[config.mk]
export PLATFORM = sky130hd
export DESIGN_NAME = control_sequencer
export DESIGN_NICKNAME = d
export VERILOG_FILES = /design/src/rtl/control_sequencer.sv
export SDC_FILE = /design/constraint.sdc
export NUM_CORES = 1
export LEC_CHECK = 0
export CORE_AREA = 2 2 39 41
export CTS_CLUSTER_DIAMETER = 50
export CTS_CLUSTER_SIZE = 40
export DETAILED_ROUTE_END_ITERATION = 6
export DIE_AREA = 0 0 41 43
export HOLD_SLACK_MARGIN = 0.02
export PLACE_DENSITY = 0.8
export SLEW_MARGIN = 30
export SYNTH_ARGS = -nofsm -noshare
export SYNTH_HDL_FRONTEND = slang
export SYNTH_SLANG_ARGS = --single-unit
[constraint.sdc]
create_clock -name clk -period 1.8 [get_ports clk]
set_clock_uncertainty 0.05 [all_clocks]
set_input_delay 0.27 -clock clk [delete_from_list [all_inputs] [get_ports clk]]
set_output_delay 0.27 -clock clk [all_outputs]
set_load 0.02 [all_outputs]
[src/rtl/control_sequencer.sv]
// Control sequencer: six T-state fetch/execute ring with single-instruction
// stepping and a terminal halt; control strobes are decoded from the current state.
module control_sequencer (
  input  logic       clk,
  input  logic       rst_n,
  input  logic [3:0] ir_op,
  input  logic       step_en,
  input  logic       step,
  output logic       cp,
  output logic       ep,
  output logic       lm,
  output logic       epr,
  output logic       li,
  output logic       ei,
  output logic       la,
  output logic       ea,
  output logic       su,
  output logic       eu,
  output logic       lb,
  output logic       lo,
  output logic       hlt,
  output logic [5:0] t_state
);

  typedef enum logic [3:0] {
    S_IDLE = 4'd0,
    S_T1   = 4'd1,
    S_T2   = 4'd2,
    S_T3   = 4'd3,
    S_T4   = 4'd4,
    S_T5   = 4'd5,
    S_T6   = 4'd6,
    S_WAIT = 4'd7,
    S_HALT = 4'd8
  } state_t;

  typedef struct packed {
    logic cp;
    logic ep;
    logic lm;
    logic epr;
    logic li;
    logic ei;
    logic la;
    logic ea;
    logic su;
    logic eu;
    logic lb;
    logic lo;
  } ctrl_t;

  localparam logic [3:0] OP_LDA = 4'b0000;
  localparam logic [3:0] OP_ADD = 4'b0011;
  localparam logic [3:0] OP_SUB = 4'b0110;
  localparam logic [3:0] OP_LDB = 4'b0111;
  localparam logic [3:0] OP_OUT = 4'b1110;
  localparam logic [3:0] OP_HLT = 4'b1111;

  state_t state_r;
  ctrl_t  ctrl_s;
  logic   hlt_s;
  logic [5:0] t_state_s;

  // Fetch strobes are identical for every opcode.
  function automatic ctrl_t fetch_ctrl(input state_t st);
    ctrl_t c;
    c = '0;
    case (st)
      S_T1: begin
        c.ep = 1'b1;
        c.lm = 1'b1;
      end
      S_T2: c.cp = 1'b1;
      S_T3: begin
        c.epr = 1'b1;
        c.li  = 1'b1;
      end
      default: c = '0;
    endcase
    return c;
  endfunction

  function automatic ctrl_t exec_ctrl(input logic [3:0] op, input state_t st);
    ctrl_t c;
    c = '0;
    case (st)
      S_T4: begin
        case (op)
          OP_LDA, OP_ADD, OP_SUB, OP_LDB: begin
            c.ei = 1'b1;
            c.lm = 1'b1;
          end
          OP_OUT: begin
            c.ea = 1'b1;
            c.lo = 1'b1;
          end
          default: c = '0;
        endcase
      end
      S_T5: begin
        case (op)
          OP_LDA: begin
            c.epr = 1'b1;
            c.la  = 1'b1;
          end
          OP_ADD, OP_SUB, OP_LDB: begin
            c.epr = 1'b1;
            c.lb  = 1'b1;
          end
          default: c = '0;
        endcase
      end
      S_T6: begin
        case (op)
          OP_ADD: begin
            c.la = 1'b1;
            c.eu = 1'b1;
          end
          OP_SUB: begin
            c.la = 1'b1;
            c.eu = 1'b1;
            c.su = 1'b1;
          end
          default: c = '0;
        endcase
      end
      default: c = '0;
    endcase
    return c;
  endfunction

  // State register; HLT is resolved at T4 so T5/T6 never run for it.
  always_ff @(posedge clk or negedge rst_n) begin
    if (!rst_n) begin
      state_r <= S_IDLE;
    end else begin
      case (state_r)
        S_IDLE: state_r <= S_T1;
        S_T1:   state_r <= S_T2;
        S_T2:   state_r <= S_T3;
        S_T3:   state_r <= S_T4;
        S_T4:   state_r <= (ir_op == OP_HLT) ? S_HALT : S_T5;
        S_T5:   state_r <= S_T6;
        S_T6:   state_r <= step_en ? S_WAIT : S_T1;
        S_WAIT: state_r <= step ? S_T1 : S_WAIT;
        S_HALT: state_r <= S_HALT;
        default: state_r <= S_IDLE;
      endcase
    end
  end

  // Strobe decode from current state and opcode.
  always_comb begin
    ctrl_s = '0;
    if ((state_r == S_T1) || (state_r == S_T2) || (state_r == S_T3)) begin
      ctrl_s = fetch_ctrl(state_r);
    end else if ((state_r == S_T4) || (state_r == S_T5) || (state_r == S_T6)) begin
      ctrl_s = exec_ctrl(ir_op, state_r);
    end else begin
      ctrl_s = '0;
    end
  end

  // One-hot T-state view and halt flag.
  always_comb begin
    t_state_s = 6'b000000;
    hlt_s     = 1'b0;
    case (state_r)
      S_T1:   t_state_s = 6'b000001;
      S_T2:   t_state_s = 6'b000010;
      S_T3:   t_state_s = 6'b000100;
      S_T4:   t_state_s = 6'b001000;
      S_T5:   t_state_s = 6'b010000;
      S_T6:   t_state_s = 6'b100000;
      S_HALT: hlt_s     = 1'b1;
      default: begin
        t_state_s = 6'b000000;
        hlt_s     = 1'b0;
      end
    endcase
  end

  assign {cp, ep, lm, epr, li, ei, la, ea, su, eu, lb, lo} = ctrl_s;
  assign hlt     = hlt_s;
  assign t_state = t_state_s;

endmodule

### Yosys cells after proc, flatten, opt, wreduce, memory -nomap -nowiden

Index checks and enable logic that the tools add are counted.

| storage, ports and cells | value |
|---|---|
| logic and storage cells | 41 |
| output and inout bits | 19 |
| bits in registers | 4 |
| input port bits | 8 |

| cells by class | value |
|---|---|
| mux-type cells | 18 |
| reductions and logical operators | 9 |
| equality and inequality tests | 13 |

Operators by type and width:

| cell | number |
|---|---|
| $pmux 4 s9 | 1 |
| $pmux 6 s6 | 1 |
| $pmux 10 s3 | 1 |
| $eq 4x3->1 const B | 6 |
| $mux 12 | 2 |
| $eq 4x2->1 const B | 3 |
| $eq 4x4->1 const B | 3 |
| $logic_not 4->1 | 2 |
| $mux 1 | 8 |
| $mux 3 | 2 |
| $eq 4x1->1 const B | 1 |
| $logic_or 1x1->1 | 4 |
| $mux 2 | 2 |
| $mux 4 | 1 |
| $reduce_or 4->1 | 1 |
| $reduce_or 3->1 | 1 |
| $reduce_or 2->1 | 1 |

### Depth between registers and ports, before layout

Gate-level depths: netlist of run 1.

| depth | value |
|---|---|
| depth in word-level cells | 6 |
| mapped depth | 6 |
| depth with buffers taken out | 5 |

### Least setup slack after synthesis of run 1

OpenSTA, ideal clock, no wires.

| timing path | value |
|---|---|
| path kind | register to output |
| start | register state_r[0] |
| end | output lo |
| buffers on the path | 2 |
| data required time | 1.480 ns |
| arrival | 1.571 ns |
| cell stages (with the launch flop) | 6 |
| path slack | -0.091 ns |
| cell sequence | dfrtp_1 -> buf_2 -> nor2_1 -> nand2_1 -> nor3_1 -> buf_4 |

| between the ends | value |
|---|---|
| cells in the longest elaborated chain, start to end | 5 |
| elaborated cells between the ends (all ways) | 13 |
| those cells by class | eq/ne (6); mux (3); reduce/logical (4) |

RTL lines:

| element | RTL line | text |
|---|---|---|
| start, declared | 59 | `state_t state_r;` |
| start signal, assigned | 142 | `S_T4: state_r <= (ir_op == OP_HLT) ? S_HALT : S_T5;` |
| start signal, assigned | 144 | `S_T6: state_r <= step_en ? S_WAIT : S_T1;` |
| start signal, assigned | 145 | `S_WAIT: state_r <= step ? S_T1 : S_WAIT;` |
| parallel branches: the longest is 4 deep, another holds $mux 12 | - |  |
| $mux 12 * | 155 | `if ((state_r == S_T1) \|\| (state_r == S_T2) \|\| (state_r == S_T3)) begin` |
| end, declared | 20 | `output logic lo,` |

Mark *: on every way between the ends.

### Worst setup path after layout of run 1

| timing path | value |
|---|---|
| start | input ir_op[0] |
| end | output lm |

| between the ends | value |
|---|---|
| cells in the longest elaborated chain, start to end | 6 |
| elaborated cells between the ends (all ways) | 9 |
| those cells by class | eq/ne (3); mux (4); reduce/logical (2) |

RTL lines:

| element | RTL line | text |
|---|---|---|
| start, declared | 6 | `input logic [3:0] ir_op,` |
| $eq 4x3->1 (tied with other cells) | 88 | `case (op)` |
| $reduce_or 4->1 (no source line) * | - |  |
| $mux 1 * | 88 |  |
| $pmux 10 s3 * | 86 | `case (st)` |
| $mux 12 * | 157 | `end else if ((state_r == S_T4) \|\| (state_r == S_T5) \|\| (state_r == S_T6)) begin` |
| $mux 12 * | 155 |  |
| end, declared | 11 | `output logic lm,` |

Mark *: on every way between the ends. The rest lies on a longest branch, timed or not.

==> key figures, run 1 <==
Synth
  • Yosys warns: 0
  • Syn Std Cell Area: roughly 420 um2
  • Synth Area per Inst: around 7.2 um2
  • Yosys reg bits: 4
  • Syn Nets: 66
  • Post-Syn Instances: just under 60
  • Synth top area share: 0.240
  • Leading area contributor after synthesis: dfrtp_1
  • Yosys cell types: 28
  • Top post-synthesis cells by area: dfrtp_1 24%, nand2_1 7.2%, nor2_1 6.3%
  • Share of the yosys chip area belonging to registers: 0.240

Clocking
  • Clock-pin slew on the worst setup and hold paths: 0.04 ns
  • H-tree depth: 1
  • Clock root buffer: clkbuf_4
  • CTS tree: done
  • CTS buffer count: 3
  • Clk Latency, worst-skew pair: between 0.2 and 0.25 ns
  • Clock sinks: 4
  • Longest Clk Path Bufs: 2

Drt
  • WL per Instance: 12.2 um
  • Via density: around 5.1
  • Final wirelength: 1430 um
  • Via count: 591
  • 1st-iter DRT viols: 3
  • DRC: 0
  • Initial DRT Pass Iterations: 2
  • Routed Antenna Nets: 0

Cells and area
  • Final design area excluding fillers: 813 um2
  • Area Overhead vs Synth: 94.6%
  • Layout cell share with drive strength beyond 1: 0.455
  • Max reg flops: 4
  • Fill cells: 144
  • Top flop regs: state_r (4)
  • Register name with the most flops: state_r
  • Nets: roughly 110
  • Ant. Diodes: 0

Floorplan
  • Core Area: 0.00138 mm2
  • Die W: 41 um
  • Starting Density: 0.302
  • Die Area: 0.00176 mm2
  • Num ports: 27
  • Die height: between 40 and 50 um
  • Placement Rows: 14

Setup path
  • WP data arrival: ~1.5 ns
  • Critical Path End Type: primary output
  • Critical path class: in -> out
  • Reg2Reg Depth: 5
  • Crit path from: ir_op[0]
  • Critical Path RT: between 1 and 1.5 ns
  • Crit Path Max Fanout: 4
  • Worst R2R Setup Slack: 0.60 ns
  • RR Startpoint: state_r[1]
  • Critical Path Source Type: primary input
  • CP endpoint: lm
  • FF-to-FF End: state_r[2]

STA
  • Final WS setup: 0.0240 ns
  • Fmax: 0.563 GHz
  • Final setup fails: 0
  • Slew HR: 0.829
  • Period minus WS final: 1.78 ns
  • Hold Fails Final Rpt: 0
  • Fin. max-slew vios: 0
  • Final period util: 0.987
  • Least-Margin Pin Slew: 0.253 ns
  • RSZ-0062 raised after global routing: yes
  • Min Hold Slack: 0.180 ns

Power and ir drop
  • Power Total: 1.12 mW
  • Peak VDD IR: 0.000785 V
  • P_leak: 0.424 nW
  • Power Density: 1370 mW/mm2

Global routing
  • Global-route wire length before repair: around 2300 um
  • Pin count of the biggest net entering global routing: 8
  • Vias in the first global route: around 580
  • Total grt overflow: 0
  • Global router's overall resource usage: 0.186
  • Antenna violations before repair: 0

Job
  • Maximum Capacitance Violations: 0

Placement
  • Place WS: -0.524 ns
  • PortBufs: 26
  • Placer Congestion: ~0.73
  • Dpl cell area: 808 um2
  • Post-DP HPWL: between 1000 and 1500 um

Status
  • Outcome: completed

Min path
  • Worst hold path type: in -> async
==> Yosys cell counts (all sizes together) <==
cell and number:
nor3 1, nor4 1, or2 1, xnor2 1, and3 3, a311oi 1
nand3 2, nor2 7, nand4 1, o21ai 2, o22ai 1, inv 2
and3b 1, and4bb 1, a211oi 1, nor2b 3, nand2 8, nor3b 1
a21oi 2, buf 5, nor4b 3, o21bai 2, dfrtp 4, nand2b 3
a31oi 1
==> power by group <==
group / switching (mW) / total [mW] / internal, mW
Combinational: 0.420 / 0.817 / 0.397
Sequential: 0.0536 / 0.182 / 0.129
Clock: 0.0425 / 0.117 / 0.0750
==> per-stage QoR <==
step	instances	utilization	setup TNS (ns)
2_1_floorplan	58	-	0
3_3_place_gp	113	0.584	-3.33
3_5_place_dp	113	0.584	-3.62
4_1_cts	117	0.619	0
5_1_grt	117	0.588	-0.0339
6_report	117	0.588	0
==> kinds of logic after synthesis <==
family / share of synthesized area
xor+xnor: 0.0210
buf+inv: 0.0898
compound gates: 0.153
flops: 0.240
simple gates: 0.497
==> worst min path at each step <==
stage / start / end / slack, ns / depth (start not counted)
after detailed placement: rst_n / state_r[3] / 0.44 / 1
after global placement: rst_n / state_r[3] / 0.43 / 1
final: rst_n / state_r[1] / 0.18 / 1
after floorplan: rst_n / state_r[0] / -0.08 / 0
after CTS: rst_n / state_r[1] / 0.18 / 1
after global routing: rst_n / state_r[3] / 0.19 / 1
==> cell usage in the layout (no fill, tap or decap), types with 2 or more instances in the layout <==
master / count
buf_4: 20
dlygate4sd2_1: 11
nand2_1: 7
nor2_1: 6
clkbuf_2: 5
buf_2: 5
and3_1: 3
nand2b_1: 3
clkbuf_4: 3
clkdlybuf4s50_1: 3
dfrtp_1: 3
nor4b_1: 2
nor2b_2: 2
o21bai_1: 2
o21ai_1: 2
nand3_1: 2
==> area by class of cell <==
| cell class | count | area [um2] | share of cell area |
|---|---|---|---|
| Timing Repair Buffer | 45 | 338 | 0.415 |
| Multi-Input combinational cell | 47 | 324 | 0.398 |
| Sequential cell | 4 | 101 | 0.125 |
| Clock buffer | 3 | 22.5 | 0.0277 |
| Tap cell | 16 | 20.0 | 0.0246 |
| Inverter | 2 | 7.51 | 0.00923 |
==> critical path: stages <==
cell and delay, ns:
dlygate4sd2_1 0.27, buf_4 0.16, or2_4 0.25, a21oi_2 0.16, buf_4 0.13, o22ai_1 0.06, buf_4 0.16
==> routing by layer <==
metal	part of all wire	global-route usage	up-vias	wire length [um]
li1	-	-	292	-
met1	0.35	0.192	274	501
met2	0.54	0.334	22	767
met3	0.092	0.0366	3	131
met4	0.019	0.0800	0	27
met5	0	0	-	0
==> what timing repair did <==
action / 4_1_cts / 5_1_grt
buffers inserted: 1 / 0
gates resized for setup: 54 / 14
pin swaps: 2 / 1
hold buffers: 0 / 0
endpoints found under the setup margin: 19 / 14
Note: power is estimated with default switching activity, not from simulation.
==> run 2, diff against run 1 <==
==> constraint.sdc (replaced) <==
create_clock -name clk -period 1.8 [get_ports clk]
set_clock_uncertainty 0.05 [all_clocks]
set_input_delay 0.36 -clock clk [delete_from_list [all_inputs] [get_ports clk]]
set_output_delay 0.36 -clock clk [all_outputs]
set_load 0.02 [all_outputs]
==> key figures, run 2 (synthesis gave the netlist of run 1 again) <==
Drt
  • Initial DRT Pass Iterations: 4 (+2)
  • Final wirelength: 1470 um (+2.9%)
  • WL per Instance: 12.5 um (+2.1%)
  • 1st-iter DRT viols: 3 (unchanged)
  • Routed Antenna Nets: 0 (unchanged)
  • Via count: 595 (+0.68%)
  • DRC: 0 (unchanged)
  • Via density: 5.04 (-0.18%)

Global routing
  • Global router's overall resource usage: 0.198 (+0.0111)
  • Met3 usage: 0.0262 (-0.0105)
  • Pin count of the biggest net entering global routing: 8 (unchanged)
  • GRT Max-Usage Layer: met2
  • Antenna violations before repair: 0 (unchanged)
  • GR Util met2: 0.347 (+0.0125)
  • Vias in the first global route: 577 (+0.35%)
  • Grt met1 use: 0.221 (+0.0293)
  • Total grt overflow: 0 (unchanged)
  • Global-route wire length before repair: 2430 um (+5.1%)

Cells and area
  • Commonest non-fill, non-tap cell in the layout: buf_4
  • Final design area excluding fillers: 831 um2 (+2.2%)
  • Final core occ: 0.600 (+0.0127)
  • Area Overhead vs Synth: 98.8%
  • Commonest non-fill, non-tap cells in the layout: 24 x buf_4, 7 x buf_2, 6 x nand2_1, 6 x nor2_1, 6 x clkbuf_2
  • Nets: 112 (+0.90%)
  • Ant. Diodes: 0 (unchanged)
  • Layout cell share with drive strength beyond 1: 0.569 (+0.113)
  • Max reg flops: 4 (unchanged)
  • Register name with the most flops: state_r
  • Top flop regs: state_r (4)
  • Layout Cells excl Fill: 118 (+0.85%)

Setup path
  • Worst Path Buf+Inv: 3 (-1)
  • Crit path cell chain: clkdlybuf4s15_2 > buf_6 > or2_4 > a21oi_2 > o21bai_1 > buf_4
  • FF-to-FF End: state_r[0]
  • Crit Path Max Fanout: 4 (unchanged)
  • Reg2Reg Depth: 4 (-1)
  • Critical path class: in -> out
  • Critical Path RT: 1.39 ns (-0.09 ns)
  • CP delay by family, top: buffers and inverters
  • Slowest CP cell: or2_4
  • RR Startpoint: state_r[2]
  • Worst R2R Setup Slack: 0.59 ns (about the same)
  • WP data arrival: 1.37 ns (-0.09 ns)
  • Critical Path Source Type: primary input
  • Max incr delay on CP: 0.23 ns (-0.04 ns)
  • Critical Path End Type: primary output

Clocking
  • CTS tree: done
  • H-tree depth: 1 (unchanged)
  • Clock sinks: 4 (unchanged)
  • Clock-pin slew on the worst setup and hold paths: 0.04 ns (about the same)
  • CTS buffer count: 3 (unchanged)
  • Longest Clk Path Bufs: 2 (unchanged)
  • Clock root buffer: clkbuf_4
  • Clk Latency, worst-skew pair: 0.23 ns (about the same)

Floorplan
  • Die W: 41 um (unchanged)
  • Num ports: 27 (unchanged)
  • Core Area: 0.00138 mm2 (unchanged)
  • Die Area: 0.00176 mm2 (unchanged)
  • Placement Rows: 14 (unchanged)
  • Die height: 43 um (unchanged)
  • Starting Density: 0.302 (unchanged)

Placement
  • PortBufs: 26 (unchanged)
  • Placer Congestion: 0.731 (about the same)
  • Cell count after placement: 113 (unchanged)
  • Post-DP HPWL: 1100 um (+0.79%)
  • Dpl cell area: 808 um2 (unchanged)

Power and ir drop
  • Power Total: 1.16 mW (+4.3%)
  • Sw Ratio: 0.464 (+0.00188)
  • Pint: 624 uW (+4.0%)
  • P_leak: 0.420 nW (-0.95%)
  • Net load switching power: 541 uW (+4.7%)
  • Power Density: 1400 mW/mm2 (+2.1%)
  • Clk pwr share: 0.097 (-0.008)
  • Peak VDD IR: 0.000774 V (-1.4%)
  • Comb power frac: 0.752 (+0.021)
  • Reg power frac: 0.151 (-0.012)

STA
  • Slew HR: 0.831 (+0.00182)
  • Fmax: 0.563 GHz (about the same)
  • Least-Margin Pin Slew: 0.252 ns (-0.00106 ns)
  • RSZ-0062 raised after global routing: yes
  • Final setup fails: 0 (unchanged)
  • Period minus WS final: 1.78 ns (-0.000822 ns)
  • Final period util: 0.986 (about the same)
  • Hold Fails Final Rpt: 0 (unchanged)
  • Fin. max-slew vios: 0 (unchanged)

Status
  • Outcome: completed

Job
  • Maximum Capacitance Violations: 0 (unchanged)

Min path
  • Worst hold path type: in -> async
run 2: per-stage QoR:
stage          TNS (ns)  hold slack (ns)  worst slack [ns]
2_1_floorplan         0           0.0144            0.0381
3_3_place_gp      -5.32            0.517            -0.645
3_5_place_dp      -5.70            0.524            -0.690
4_1_cts               0            0.266           0.00863
5_1_grt         -0.0150            0.284          -0.00760
6_report              0            0.274            0.0248
run 2: layout make-up:
| cell class | count | area [um2] |
|---|---|---|
| well taps | 16 | 20.0 |
| clock buffers | 3 | 22.5 |
| multi-input cells | 47 | 343 |
| fillers | 137 | 553 |
| repair buffers | 46 | 335 |
| inverters | 2 | 7.51 |
| flip-flops and latches | 4 | 103 |
run 2: power by group through the flow:
stage / logic, mW / clock network [mW] / registers (mW)
3_3_place_gp: 0.854 / 0 / 0.176
5_1_grt: 0.959 / 0.121 / 0.184
3_5_place_dp: 0.877 / 0 / 0.174
6_report: 0.876 / 0.113 / 0.176
2_1_floorplan: 0.450 / 0 / 0.161
4_1_cts: 0.825 / 0.122 / 0.178
run 2: what timing repair did:
item	4_1_cts	5_1_grt
pin swaps	5	4
setup endpoints to repair	19	15
buffers inserted	0	2
hold buffers	0	0
gates resized for setup	80	19
run 2: metal layers:
layer	wire length, um	vias up
met3	119	0
met1	527	279
met2	823	21
met4	0	0
li1	-	295
met5	0	-
run 2: worst max path at each step:
stage          startpoint  end  slack (ns)  depth (start not counted)
6_report         ir_op[0]  epr        0.02                          6
5_1_grt        state_r[3]   eu      -0.008                          4
4_1_cts          ir_op[0]   lm       0.009                          6
3_5_place_dp     ir_op[0]  epr       -0.69                          5
3_3_place_gp     ir_op[1]  epr       -0.65                          5
2_1_floorplan  state_r[0]   lo        0.04                          5
